==> src/rtl/uart_rx_deserializer.sv <==
// uart_rx_deserializer: UART receive front end for the AHBUart register block.
// Two-flop rx synchronizer, baud tick divider, 16x-oversampled start detection,
// LSB-first deserializer and a valid/ready holding register with frame error
// and sticky overrun status.
// Optional even-parity support is compiled in with `define UART_RX_PARITY_EN.
module uart_rx_deserializer #(
  parameter int DIV_WIDTH  = 16,
  parameter int DATA_BITS  = 8,
  parameter int OVERSAMPLE = 16
) (
  input  logic                 clk,
  input  logic                 nReset,
  input  logic                 rx,
  input  logic                 enable,
  input  logic [DIV_WIDTH-1:0] baud_div,
  output logic [DATA_BITS-1:0] rx_data,
  output logic                 rx_valid,
  input  logic                 rx_ready,
  output logic                 frame_err,
  output logic                 parity_err,
  output logic                 overrun,
  input  logic                 overrun_clr,
  output logic                 busy
);

  localparam int SW = $clog2(OVERSAMPLE);
  localparam int BW = (DATA_BITS > 1) ? $clog2(DATA_BITS) : 1;
  localparam logic [SW-1:0] S_MID  = SW'(OVERSAMPLE/2 - 1);
  localparam logic [SW-1:0] S_END  = SW'(OVERSAMPLE - 1);
  localparam logic [BW-1:0] B_LAST = BW'(DATA_BITS - 1);

  typedef enum logic [2:0] {
    S_IDLE, S_START, S_DATA, S_PARITY, S_STOP, S_BREAK
  } state_t;

  state_t               state;
  logic                 rx_meta, rxs;
  logic [DIV_WIDTH-1:0] div_cnt, div_lat;
  logic                 tick;
  logic [SW-1:0]        scnt;
  logic [BW-1:0]        bitcnt;
  logic [DATA_BITS-1:0] shreg;
  logic                 stop_done;
  logic                 new_perr;

  // Two-flop synchronizer; idles high so reset never looks like a start bit
  always_ff @(posedge clk or negedge nReset) begin
    if (!nReset) begin
      rx_meta <= 1'b1;
      rxs     <= 1'b1;
    end else begin
      rx_meta <= rx;
      rxs     <= rx_meta;
    end
  end

  // Sample tick divider; the divisor is latched at each wrap so a change
  // mid-period never truncates or stretches the current period
  always_ff @(posedge clk or negedge nReset) begin
    if (!nReset) begin
      div_cnt <= '0;
      div_lat <= '0;
    end else if (!enable) begin
      div_cnt <= '0;
      div_lat <= baud_div;
    end else if (tick) begin
      div_cnt <= '0;
      div_lat <= baud_div;
    end else begin
      div_cnt <= div_cnt + 1'b1;
    end
  end

  assign tick = enable && (div_cnt == div_lat);

`ifdef UART_RX_PARITY_EN
  logic par_bit;
`endif

  // Frame state machine: start qualification, data shift, parity, stop, break
  always_ff @(posedge clk or negedge nReset) begin
    if (!nReset) begin
      state  <= S_IDLE;
      scnt   <= '0;
      bitcnt <= '0;
      shreg  <= '0;
`ifdef UART_RX_PARITY_EN
      par_bit <= 1'b0;
`endif
    end else if (!enable) begin
      state  <= S_IDLE;
      scnt   <= '0;
      bitcnt <= '0;
    end else begin
      case (state)
        S_IDLE: begin
          if (tick && !rxs) begin
            state <= S_START;
            scnt  <= '0;
          end
        end
        S_START: begin
          if (tick) begin
            if (scnt == S_MID) begin
              // mid-start re-check rejects short glitches silently
              scnt   <= '0;
              bitcnt <= '0;
              state  <= rxs ? S_IDLE : S_DATA;
            end else begin
              scnt <= scnt + 1'b1;
            end
          end
        end
        S_DATA: begin
          if (tick) begin
            if (scnt == S_END) begin
              scnt   <= '0;
              // first bit on the line ends up in the LSB
              shreg  <= {rxs, shreg[DATA_BITS-1:1]};
              bitcnt <= bitcnt + 1'b1;
              if (bitcnt == B_LAST) begin
                bitcnt <= '0;
`ifdef UART_RX_PARITY_EN
                state  <= S_PARITY;
`else
                state  <= S_STOP;
`endif
              end
            end else begin
              scnt <= scnt + 1'b1;
            end
          end
        end
`ifdef UART_RX_PARITY_EN
        S_PARITY: begin
          if (tick) begin
            if (scnt == S_END) begin
              scnt    <= '0;
              par_bit <= rxs;
              state   <= S_STOP;
            end else begin
              scnt <= scnt + 1'b1;
            end
          end
        end
`endif
        S_STOP: begin
          if (tick) begin
            if (scnt == S_END) begin
              scnt  <= '0;
              // a low stop bit means a break; hold off until the line rises
              state <= rxs ? S_IDLE : S_BREAK;
            end else begin
              scnt <= scnt + 1'b1;
            end
          end
        end
        S_BREAK: begin
          if (rxs) state <= S_IDLE;
        end
        default: state <= S_IDLE;
      endcase
    end
  end

  assign stop_done = tick && (state == S_STOP) && (scnt == S_END);
  assign busy      = (state != S_IDLE);

`ifdef UART_RX_PARITY_EN
  // even parity: the parity bit must equal the XOR of the data bits
  assign new_perr = par_bit ^ (^shreg);
`else
  assign new_perr = 1'b0;
`endif

  // Holding register: loads on completion when free or being drained
  always_ff @(posedge clk or negedge nReset) begin
    if (!nReset) begin
      rx_data    <= '0;
      rx_valid   <= 1'b0;
      frame_err  <= 1'b0;
      parity_err <= 1'b0;
    end else if (stop_done && (!rx_valid || rx_ready)) begin
      rx_data    <= shreg;
      rx_valid   <= 1'b1;
      frame_err  <= !rxs;
      parity_err <= new_perr;
    end else if (rx_valid && rx_ready) begin
      rx_valid <= 1'b0;
    end
  end

  // Sticky overrun; a set in the same cycle as a clear wins
  always_ff @(posedge clk or negedge nReset) begin
    if (!nReset) begin
      overrun <= 1'b0;
    end else if (stop_done && rx_valid && !rx_ready) begin
      overrun <= 1'b1;
    end else if (overrun_clr) begin
      overrun <= 1'b0;
    end
  end

endmodule
==> config.mk <==
export PLATFORM = sky130hd
export DESIGN_NAME = uart_rx_deserializer
export DESIGN_NICKNAME = d
export VERILOG_FILES = /design/src/rtl/uart_rx_deserializer.sv
export SDC_FILE = /design/constraint.sdc
export NUM_CORES = 1
export LEC_CHECK = 0
export BUFFER_PORTS_ARGS = -buffer_cell sky130_fd_sc_hd__buf_2
export CORE_MARGIN = 4
export CORE_UTILIZATION = 40
export DETAILED_ROUTE_END_ITERATION = 7
export MAX_ROUTING_LAYER = met4
export PLACE_DENSITY = 0.66
export SYNTH_ARGS = -nofsm -noshare
export SYNTH_HDL_FRONTEND = slang
export SYNTH_SLANG_ARGS = --single-unit
==> constraint.sdc <==
create_clock -name clk -period 2.5 [get_ports clk]
set_clock_uncertainty 0.1 [all_clocks]
set_input_delay 0.5 -clock clk [delete_from_list [all_inputs] [get_ports clk]]
set_output_delay 0.5 -clock clk [all_outputs]
set_load 0.01 [all_outputs]
After elaboration in Yosys (flattened, before gate mapping)
Cells that the tools add are included.
{ "word_totals": {"ff_bits": 63, "output_inout_bits": 13, "word_cells": 92, "in_bits": 22} }
{ "op_classes": {"eq_ne": 21, "reduce_logical": 21, "mux": 35, "add_sub_neg": 3} }
{ "op_table": {"columns": ["op", "count"], "rows": [
  ["16-bit 2-to-1 mux", 4],
  ["3-bit 2-to-1 mux", 17],
  ["3-bit inequality test, second input constant", 9],
  ["4-bit 2-to-1 mux", 6],
  ["16-bit by 1-bit adder with 16-bit output, second input constant", 1],
  ["16-bit == test", 1],
  ["3-bit one-hot mux with 5 select lines", 1],
  ["4-bit one-hot mux with 3 select lines", 1],
  ["3-bit == test, second input constant", 3],
  ["9-bit AND reduction", 1],
  ["1-bit logical AND", 8],
  ["4-bit AND reduction", 2],
  ["3-bit one-hot mux with 2 select lines", 1],
  ["5-bit AND reduction", 1],
  ["4-bit by 1-bit adder with 4-bit output, second input constant", 1],
  ["4-bit by 3-bit == test with 1-bit output, second input constant", 1],
  ["4-bit == test, second input constant", 1],
  ["1-bit 2-to-1 mux", 4],
  ["4-bit by 2-bit inequality test with 1-bit output, second input constant", 1],
  ["2-bit nonzero test", 2],
  ["3-bit by 1-bit adder with 3-bit output, second input constant", 1],
  ["3-bit by 1-bit == test with 1-bit output, second input constant", 1],
  ["3-bit by 2-bit == test with 1-bit output, second input constant", 1],
  ["1-bit zero test", 3],
  ["8 further kinds", 8]
]} }

Logic depth before layout (Yosys ltp)
{ "depth": {"depth_word": 7, "mapped_depth": 8, "depth_no_buf": 7} }

Least setup slack after synthesis
Ideal clock, no wire load.
{ "synth_timing": {"path_kind": "register to register", "from": "register div_cnt[6]", "to": "register rx_data[0]", "arrival_ns": 2.043, "period_less_slack_ns": 2.267, "setup_time_ns": 0.125, "required_ns": 2.275, "path_stages_with_launch": 7, "n_path_buf": 1, "setup_slack_ns": 0.233, "cell_sequence": "dfrtp_1 xor2_1 nor4_1 nand4_1 buf_6 nor4b_4 mux2_2"} }
{ "synth_via": {"elab_chain_len": 5} }
{ "synth_lines": {"columns": ["element", "line_no", "text"], "rows": [
  ["start, declared", "38", "logic [DIV_WIDTH-1:0] div_cnt, div_lat;"],
  ["start signal, assigned", "70", "div_cnt <= div_cnt + 1'b1;"],
  ["16-bit == test", "74", "assign tick = enable && (div_cnt == div_lat);"],
  ["1-bit logical AND", "74", null],
  ["1-bit logical AND (2 in a row)", "166", "assign stop_done = tick && (state == S_STOP) && (scnt == S_END);"],
  ["1-bit logical AND", "183", "end else if (stop_done && (!rx_valid || rx_ready)) begin"],
  ["end signal, assigned", "184", "rx_data <= shreg;"],
  ["end, declared", "16", "output logic [DATA_BITS-1:0] rx_data,"]
]} }
Every way passes these cells.
A chain may end at the register's enable or synchronous reset.

Final worst setup path
{ "layout_timing": {"from": "register div_cnt[4]", "to": "register rx_data[6]"} }
The elaborated chain is that of the path after synthesis.

==> impl_metrics.py <==
metrics = {
    "place": {
        "place.gp.congestion": 0.858,
        "dp_hpwl_mm": 3.84,
        "io_buffers": 33,
        "postPlaceCellArea_mm2": 0.00333,
    },
    "cts": {
        "worst_setup_hold_path_clk_slew_ns": 0.07,
        "clk_latency_ns": 0.34,
        "cts_setup_buffers": 0,
        "htree_num_levels": 3,
        "cts.sinks": 63,
        "cts_buffers": 9,
        "cts_tree": "yes",
        "cts_buffer_depth": 2,
        "cts_root_buffer": "clkbuf_8",
    },
    "detailed_routing": {
        "totalWireLength_mm": 5.37,
        "drt_iter0_markers": 77,
        "wire_per_inst_um": 13.3,
        "viasPerCell": 4.97,
        "drc": 0,
        "drt-pass1-iter-count": 3,
        "vias": 2013,
        "ant_nets": 0,
    },
    "die": {
        "fp.coreArea_mm2": 0.00725,
        "fp.dieH_um": 94.5,
        "ioPinCount": 35,
        "rows": 31,
        "initial_utilization_pct": 41.3,
        "die_area_mm2": 0.00894,
        "fp.dieW_um": 94.5,
    },
    "synthesis": {
        "ys_seq_elements": 63,
        "yosys-top-cells-area": "dfrtp_1, mux2_2, xor2_1, nor2_1, xnor2_1",
        "ys.flop_type": "dfrtp_1",
        "syn_nets": 284,
        "ys_seq_area_share_pct": 52.7,
        "synth.top_cell.area_share_pct": 51.0,
        "ys_warn_count": 0,
        "synth.largest_area_cell": "dfrtp_1",
        "yosysMostFrequentCell": "dfrtp_1",
        "ys_types": 45,
        "synthCells": 258,
        "synth_edf_count": 0,
        "synth_common_cells": "dfrtp_1, mux2_2, nor2_1, xor2_1, nand2_1",
        "async_flop_share_pct": 100,
        "syn_avg_cell_area_um2": 11.6,
        "syn-cell-area_mm2": 0.00300,
    },
    "power": {
        "p_comb_share_pct": 9.1,
        "switching_power_w": 0.000536,
        "seqPwrFrac_pct": 47.4,
        "max-vdd-ir-drop_uv": 294,
        "netSwitchingFraction_pct": 23.0,
        "pwr-share-clk_pct": 43.5,
        "power.leakage_nw": 1.74,
        "p_int_w": 0.00180,
        "p_per_area_mw_per_mm2": 653,
    },
    "global_route": {
        "overflow": 0,
        "grtUsageTotal_pct": 14.1,
        "grt.met1_usage_pct": 16.4,
        "grt_pass1_wl_mm": 9.35,
        "antenna_found_initial": 0,
        "grt_max_degree": 36,
        "top_usage_layer": "met2",
        "grtUsageMet3_pct": 4.38,
        "grt_pass1_vias": 2066,
        "use_met2_pct": 21.7,
    },
    "final_layout": {
        "nets": 328,
        "fin_area_mm2": 0.00358,
        "n_fill_cell": 678,
        "synthToLayoutAreaGrowth_pct": 19.4,
        "seq_area_mm2": 0.00158,
        "n_antenna_cell": 0,
        "multiInputGateArea_mm2": 0.00135,
        "drive_gt1_share_pct": 34.6,
    },
    "setup_path": {
        "r2r_cells": 8,
        "worstReg2RegStart": "div_cnt[4]$_DFF_PN0_",
        "worstSetupPathType": "flip-flop to flip-flop",
        "cp-end-kind": "flip-flop",
        "cp.required_ns": 2.62,
        "reg2reg_setup_slack_ns": 0.14,
        "arrival_ns": 2.48,
        "crit_path_max_fanout": 12,
        "start_kind": "flip-flop",
        "timing.rr.end": "rx_data[6]$_DFFE_PN0P_",
    },
    "outcome": {
        "outcome": "finished clean",
    },
    "timing": {
        "setup_violations": 0,
        "fmax_mhz": 424,
        "rsz0062_at_grt": "false",
        "timing.final.crit_period_ns": 2.36,
        "final_hold_viol_count": 0,
        "tightestPinTransition_ns": 0.659,
        "fin_tns_setup_ns": 0,
        "post-route-period-util_pct": 94.4,
        "report.final.slew_viol_count": 0,
        "slew-limit-headroom_pct": 56.1,
    },
    "min_path": {
        "worstHoldPathType": "input pin to asynchronous set/reset pin",
    },
    "job": {
        "maxCapViolCount": 0,
    },
}
[critical path: stages (launching register included)]
cell and delay [ns]:
dfrtp_1 0.40, xor2_1 0.17, nor4_2 0.28, buf_4 0.15
nand4_1 0.08, buf_4 0.21, nor4b_4 0.28, buf_4 0.22
mux2_2 0.35
[sequential cells by signal, summed over array words and instances, names as in the netlist]
name / count
rx_valid: 1
frame_err: 1
rx_data: 8
overrun: 1
div_cnt: 16
scnt: 4
state: 3
rx_meta: 1
bitcnt: 3
div_lat: 16
shreg: 8
rxs: 1
[how the worst max path moves through the flow]
stage	startpoint	to	slack, ns
after global routing	div_cnt[4]$_DFF_PN0_	rx_data[0]$_DFFE_PN0P_	0.01
final	div_cnt[4]$_DFF_PN0_	rx_data[6]$_DFFE_PN0P_	0.14
after detailed placement	div_cnt[13]$_DFF_PN0_	shreg[6]$_DFFE_PN0P_	0.02
after global placement	div_cnt[13]$_DFF_PN0_	shreg[2]$_DFFE_PN0P_	-0.03
after floorplan	div_cnt[6]$_DFF_PN0_	rx_data[0]$_DFFE_PN0P_	0.23
after CTS	div_cnt[13]$_DFF_PN0_	shreg[7]$_DFFE_PN0P_	0.003
[repair_timing]
| item | in CTS | in global routing |
|---|---|---|
| hold buffers | 0 | 0 |
| gates resized for setup | 0 | 4 |
| setup endpoints to repair | 0 | 22 |
[power groups by stage]
stage | combinational (W) | sequential, W | clock, W
CTS | 0.000214 | 0.00111 | 0.00104
global placement | 0.000207 | 0.00112 | 0
finish | 0.000213 | 0.00111 | 0.00102
floorplan | 0.000155 | 0.00110 | 0
global route | 0.000243 | 0.00111 | 0.00109
detailed placement | 0.000211 | 0.00113 | 0
[logic make-up (layout without fill, tap and decap cells)]
family                   Yosys count  count (layout)  synth area share [%]
AO/OA/AOI/OAI                     18              18                  4.09
XOR/XNOR                          31              31                  9.06
adder cells (fa/ha/maj)            4               4                  1.67
buffers and inverters             17              65                  2.88
flip-flops                        63              63                  52.7
multiplexers                      40              40                  14.9
other                              1               1                 0.125
AND/OR/NAND/NOR                   84              84                  14.6
[cells in the final DEF, fill, tap and decap left out, drive strengths merged, types with 5 or more instances in the layout]
| cell type | instances |
|---|---|
| nand3 | 8 |
| dfrtp | 61 |
| nand4 | 5 |
| clkbuf | 12 |
| buf | 44 |
| mux2 | 36 |
| inv | 6 |
| nor2 | 28 |
| nand2 | 15 |
| xor2 | 22 |
| nor4 | 6 |
| xnor2 | 9 |
[layout make-up]
cell class,count,area share [%]
flip-flops and latches,63,44.1
multi-input cells,178,37.7
repair buffers,44,7.63
clock buffers,12,4.62
well taps,99,3.46
clock inverters,3,1.82
inverters,6,0.630
[routing by layer]
layer	wire length, um	share of wire, %	vias up
met3	182	3.4	10
li1	-	-	982
met2	2620	49	24
met1	2450	46	997
met5	0	0	-
met4	116	2.2	0
[through the flow]
stage / std cells / setup WS (ns) / power, W / hold WS (ns) / util (%)
floorplan: 258 / 0.233 / 0.00126 / 0.104 / -
global placement: 390 / -0.0341 / 0.00133 / 0.246 / 45.9
detailed placement: 390 / 0.0248 / 0.00134 / 0.253 / 45.9
CTS: 405 / 0.00346 / 0.00236 / 0.105 / 49.1
global route: 405 / 0.0111 / 0.00245 / 0.131 / 49.3
finish: 405 / 0.141 / 0.00234 / 0.0876 / 49.3
(Power assumes the default switching activity.)
